===== config.mk =====
export PLATFORM = sky130hd
export DESIGN_NAME = ex_mem_skid_reg
export DESIGN_NICKNAME = d
export VERILOG_FILES = /design/src/rtl/mips_pipe_pkg.sv /design/src/rtl/ex_mem_entry_reg.sv /design/src/rtl/ex_mem_skid_reg.sv
export SDC_FILE = /design/constraint.sdc
export NUM_CORES = 1
export LEC_CHECK = 0
export CORE_MARGIN = 1
export CORE_UTILIZATION = 44
export DETAILED_ROUTE_END_ITERATION = 10
export PLACE_DENSITY = 0.7
export SYNTH_ARGS = -nofsm -noshare
export SYNTH_HDL_FRONTEND = slang
export SYNTH_SLANG_ARGS = --single-unit

===== constraint.sdc =====
create_clock -name clk -period 10.8 [get_ports clk]
set_input_delay 2.16 -clock clk [delete_from_list [all_inputs] [get_ports clk]]
set_output_delay 2.16 -clock clk [all_outputs]
set_load 0.005 [all_outputs]

===== src/rtl/mips_pipe_pkg.sv =====
// ============================================================================
// Module  : mips_pipe_pkg
// Brief   : Shared types and widths for the MIPS EX/MEM pipeline boundary.
// Revision: 1.0  initial release
// ============================================================================
`default_nettype none

package mips_pipe_pkg;

    localparam int DATA_W = 32;
    localparam int REG_W  = 5;

    typedef struct packed {
        logic reg_write;
        logic mem_read;
        logic mem_write;
        logic mem_to_reg;
    } ex_mem_ctrl_t;

    typedef struct packed {
        logic [DATA_W-1:0] alu_result;
        logic [DATA_W-1:0] store_data;
        logic [REG_W-1:0]  dest_reg;
        ex_mem_ctrl_t      ctrl;
    } ex_mem_payload_t;

    typedef enum logic [1:0] {
        EMPTY = 2'd0,
        ONE   = 2'd1,
        FULL  = 2'd2
    } skid_state_t;

endpackage

`default_nettype wire


===== src/rtl/ex_mem_entry_reg.sv =====
// ============================================================================
// Module  : ex_mem_entry_reg
// Brief   : One EX/MEM payload slot with load enable and async reset.
// Revision: 1.0  initial release
// ============================================================================
`default_nettype none

module ex_mem_entry_reg
    import mips_pipe_pkg::*;
(
    input  logic            clk,
    input  logic            rst,
    input  logic            i_load,
    input  ex_mem_payload_t i_d,
    output ex_mem_payload_t o_q
);

    ex_mem_payload_t r_q;

    always_ff @(posedge clk or posedge rst) begin
        if (rst) begin
            r_q <= '0;
        end else if (i_load) begin
            r_q <= i_d;
        end
    end

    assign o_q = r_q;

endmodule

`default_nettype wire


===== src/rtl/ex_mem_skid_reg.sv =====
// ============================================================================
// Module  : ex_mem_skid_reg
// Brief   : EX/MEM pipeline register built as a two-entry skid buffer with a
//           registered in_ready and synchronous flush. Optional stall counter
//           enabled by defining EX_MEM_PERF_CNT_EN.
// Revision: 1.0  initial release
// ============================================================================
`default_nettype none

module ex_mem_skid_reg #(
    parameter int DATA_W = 32,
    parameter int REG_W  = 5
) (
    input  logic              clk,
    input  logic              rst,
    input  logic              flush,
    input  logic              in_valid,
    output logic              in_ready,
    input  logic [DATA_W-1:0] in_alu_result,
    input  logic [DATA_W-1:0] in_store_data,
    input  logic [REG_W-1:0]  in_dest_reg,
    input  logic              in_reg_write,
    input  logic              in_mem_read,
    input  logic              in_mem_write,
    input  logic              in_mem_to_reg,
    output logic              out_valid,
    input  logic              out_ready,
    output logic [DATA_W-1:0] out_alu_result,
    output logic [DATA_W-1:0] out_store_data,
    output logic [REG_W-1:0]  out_dest_reg,
    output logic              out_reg_write,
    output logic              out_mem_read,
    output logic              out_mem_write,
    output logic              out_mem_to_reg
`ifdef EX_MEM_PERF_CNT_EN
    ,
    output logic [31:0]       stall_cycles
`endif
);

    import mips_pipe_pkg::*;

    skid_state_t     r_state;
    skid_state_t     w_state_nxt;
    logic            r_in_ready;
    logic            w_accept;
    logic            w_drain;
    logic            w_out_valid;
    logic            w_load_main;
    logic            w_load_skid;
    ex_mem_payload_t w_in_payload;
    ex_mem_payload_t w_main_d;
    ex_mem_payload_t r_main;
    ex_mem_payload_t r_skid;

    assign w_out_valid = (r_state != EMPTY);
    assign w_accept    = in_valid & r_in_ready;
    assign w_drain     = w_out_valid & out_ready;

    // Writes to $zero are architecturally dead, so drop RegWrite at capture.
    always_comb begin
        w_in_payload.alu_result      = in_alu_result;
        w_in_payload.store_data      = in_store_data;
        w_in_payload.dest_reg        = in_dest_reg;
        w_in_payload.ctrl.reg_write  = in_reg_write & (in_dest_reg != '0);
        w_in_payload.ctrl.mem_read   = in_mem_read;
        w_in_payload.ctrl.mem_write  = in_mem_write;
        w_in_payload.ctrl.mem_to_reg = in_mem_to_reg;
    end

    always_comb begin
        w_state_nxt = r_state;
        w_load_main = 1'b0;
        w_load_skid = 1'b0;
        case (r_state)
            EMPTY: begin
                if (w_accept) begin
                    w_state_nxt = ONE;
                    w_load_main = 1'b1;
                end
            end
            ONE: begin
                if (w_accept && w_drain) begin
                    w_load_main = 1'b1;
                end else if (w_accept) begin
                    w_state_nxt = FULL;
                    w_load_skid = 1'b1;
                end else if (w_drain) begin
                    w_state_nxt = EMPTY;
                end
            end
            FULL: begin
                if (w_drain) begin
                    w_state_nxt = ONE;
                    w_load_main = 1'b1;
                end
            end
            default: w_state_nxt = EMPTY;
        endcase
        // Squash wins over everything; anything arriving this cycle is lost.
        if (flush) begin
            w_state_nxt = EMPTY;
            w_load_main = 1'b0;
            w_load_skid = 1'b0;
        end
    end

    assign w_main_d = (r_state == FULL) ? r_skid : w_in_payload;

    always_ff @(posedge clk or posedge rst) begin
        if (rst) begin
            r_state    <= EMPTY;
            r_in_ready <= 1'b1;
        end else begin
            r_state    <= w_state_nxt;
            r_in_ready <= (w_state_nxt != FULL);
        end
    end

    ex_mem_entry_reg u_main (
        .clk    (clk),
        .rst    (rst),
        .i_load (w_load_main),
        .i_d    (w_main_d),
        .o_q    (r_main)
    );

    ex_mem_entry_reg u_skid (
        .clk    (clk),
        .rst    (rst),
        .i_load (w_load_skid),
        .i_d    (w_in_payload),
        .o_q    (r_skid)
    );

    assign in_ready       = r_in_ready;
    assign out_valid      = w_out_valid;
    assign out_alu_result = r_main.alu_result;
    assign out_store_data = r_main.store_data;
    assign out_dest_reg   = r_main.dest_reg;
    assign out_reg_write  = r_main.ctrl.reg_write & w_out_valid;
    assign out_mem_read   = r_main.ctrl.mem_read  & w_out_valid;
    assign out_mem_write  = r_main.ctrl.mem_write & w_out_valid;
    assign out_mem_to_reg = r_main.ctrl.mem_to_reg;

`ifdef EX_MEM_PERF_CNT_EN
    logic [31:0] r_stall_cycles;

    always_ff @(posedge clk or posedge rst) begin
        if (rst) begin
            r_stall_cycles <= '0;
        end else if (w_out_valid && !out_ready && (r_stall_cycles != 32'hFFFF_FFFF)) begin
            r_stall_cycles <= r_stall_cycles + 32'd1;
        end
    end

    assign stall_cycles = r_stall_cycles;
`endif

endmodule

`default_nettype wire


==> results.json <==
{
  "hold_ws_ns": 0.489,
  "dp_hpwl_mm": 8.94,
  "syn_nets": 727,
  "ys_warn_count": 0,
  "grt_max_degree": 82,
  "worst_hold_startpoint": "u_skid.o_q[34]",
  "report.final.slew_viol_count": 0,
  "p_leak_nw": 3.61,
  "cp.required_ns": 11.13,
  "synth_cells": 649,
  "antenna_found_initial": 0,
  "ant_nets": 0,
  "grt_pass1_wl_mm": 23.9,
  "grt_pass1_vias": 4777,
  "powerDensity_nw_per_um2": 201,
  "regToRegEndpoint": "u_main.o_q[45]",
  "vias": 4708,
  "final_core_utilization_pct": 57.0,
  "syn_area_um2": 6730,
  "wl_per_cell_um": 15.4,
  "p_total_mw": 1.69,
  "reg2reg_from": "r_state[0]",
  "arrival_ns": 4.70,
  "gp_congestion": 0.775,
  "path_max_fanout": 75,
  "cts.sinks": 149,
  "start_kind": "input port",
  "rrSetupSlack_ns": 8.12,
  "cp-end-kind": "flip-flop",
  "layout-drive-gt1-share_pct": 7.41,
  "clk_latency_ns": 0.41,
  "root_buffer": "clkbuf_16",
  "drtIter0Drc": 244,
  "final_cells": 913,
  "rsz0062_at_grt": "false",
  "h-tree-depth": 4,
  "hold_end": "u_skid.o_q[34]",
  "diodes": 0,
  "layout_commonest_cell": "clkdlybuf4s50_1",
  "drc": 0,
  "port_buffers": 152,
  "startpoint": "in_valid",
  "fin_tns_setup_ns": 0,
  "status": "finished clean",
  "min_period_ns": 4.36,
  "finalHoldViolCount": 0,
  "core_area_um2": 14800,
  "avgSynthCellArea_um2": 10.4,
  "r2r_cells": 6,
  "nets": 794,
  "grtUsageTotal_pct": 19.3,
  "cts_buffers": 17,
  "hold_path.class": "reg -> reg",
  "yosysSeqAreaShare_pct": 55.4,
  "skew_ns": 0.00691,
  "relSlewSlack_pct": 24.3,
  "dp.cells": 881,
  "area_delta_synth_final_pct": 25.0,
  "ys_seq_elements": 149,
  "most-common-layout-cells": "clkdlybuf4s50_1 (152), dfrtp_1 (148), nand2_1 (147), nor2_1 (75), a31oi_1 (74)",
  "synth_cell_types": 24,
  "finalWirelength_mm": 14.1,
  "cts_setup_buffers": 0,
  "drt_pass1_iterations": 5,
  "worst_pin_slew_ns": 1.14,
  "die_h_um": 126,
  "ctsResizeCount": 0,
  "rows": 44,
  "holdPathStages": 1,
  "die_w_um": 126,
  "cts_hold_buf": 0,
  "fillers": 1245,
  "clock_path_buffers": 2,
  "dieArea_um2": 15800,
  "cts_tree": "yes",
  "clkTransAtPathRegs_ns": 0.06,
  "fmax_mhz": 229,
  "start_util_pct": 45.6,
  "ios": 153,
  "maxCapViolCount": 0,
  "critPathKind": "in -> reg",
  "viasPerCell": 5.16,
  "setup_viol": 0,
  "post-route-period-util_pct": 40.4,
  "overflow": 0,
  "ir_drop_mv": 0.137
}
[worst max-delay path, cell delays in order]
cell and delay, ns:
clkdlybuf4s50_1 0.54, nand4bb_1 0.20, a31oi_4 0.19, buf_4 0.58, buf_4 0.68, nor2_1 0.10, a31oi_1 0.17
[cells in the mapped netlist]
| cell type | count | area share [%] |
|---|---|---|
| dfrtp_1 | 148 | 55 |
| nand2_1 | 147 | 8.2 |
| a31oi_1 | 75 | 7.0 |
| nor2_1 | 75 | 4.2 |
| buf_4 | 74 | 8.2 |
| mux2_1 | 58 | 9.7 |
| buf_2 | 16 | 1.2 |
| mux2_2 | 14 | 2.3 |
| clkbuf_1 | 11 | 0.61 |
| buf_6 | 6 | 1.0 |
| nor2b_1 | 4 | 0.37 |
| inv_1 | 3 | 0.17 |
| nand2b_1 | 3 | 0.28 |
| buf_1 | 2 | 0.11 |
| nand3_1 | 2 | 0.15 |
| nand3b_1 | 2 | 0.22 |
| o21ai_0 | 2 | 0.15 |
| a21o_1 | 1 | 0.11 |
| a21oi_1 | 1 | 0.074 |
| and3b_1 | 1 | 0.13 |
| dfstp_2 | 1 | 0.39 |
| nand4b_1 | 1 | 0.13 |
| nand4bb_1 | 1 | 0.17 |
| or4_1 | 1 | 0.11 |
[through the flow]
| stage | worst slack, ns | cell area (um2) |
|---|---|---|
| after global routing | 6.19 | 8420 |
| after global placement | 6.13 | 7810 |
| after floorplan | 4.63 | 6730 |
| after detailed placement | 6.01 | 7810 |
| final | 6.44 | 8420 |
| after CTS | 6.46 | 8420 |
[sequential cells by signal (all words and copies together) (netlist names)]
register and count:
in_ready 1, r_state 2, u_skid.o_q 73, u_main.o_q 73
[power breakdown]
| group | total (mW) | internal [mW] | switching (mW) |
|---|---|---|---|
| logic | 0.321 | 0.200 | 0.121 |
| registers | 0.773 | 0.698 | 0.0747 |
| clock network | 0.598 | 0.380 | 0.217 |
[per-layer routing]
layer  up-vias  track usage, %  wire (um)
li1       2238               -          -
met1      2325            22.7       5810
met2       120            32.8       7300
met3        25            4.84        627
met4         0            9.47        346
met5         -               0          0
[worst max path at each step]
stage	endpoint	slack (ns)
2_1_floorplan	r_state[0]	4.63
3_3_place_gp	u_main.o_q[26]	6.13
3_5_place_dp	u_main.o_q[48]	6.01
4_1_cts	u_main.o_q[48]	6.46
5_1_grt	u_main.o_q[35]	6.19
6_report	u_main.o_q[45]	6.44
[cell type report]
type	count	area, um2	share of cell area [%]
repair buffers	157	1560	18.5
multi-input cells	388	2280	27.1
clock buffers	23	478	5.68
well taps	184	230	2.74
flip-flops and latches	149	3730	44.3
clock inverters	9	125	1.49
inverters	3	16.3	0.193
[cells by family (layout without fill, tap and decap cells)]
group	after synthesis	in the layout	share of synthesized area [%]
multiplexers	72	72	12.0
buffers and inverters	112	192	11.3
AND/OR/NAND/NOR	237	237	13.9
AO/OA/AOI/OAI	79	79	7.30
flip-flops	149	149	55.4
No activity file was read; power rests on OpenSTA's default activity.
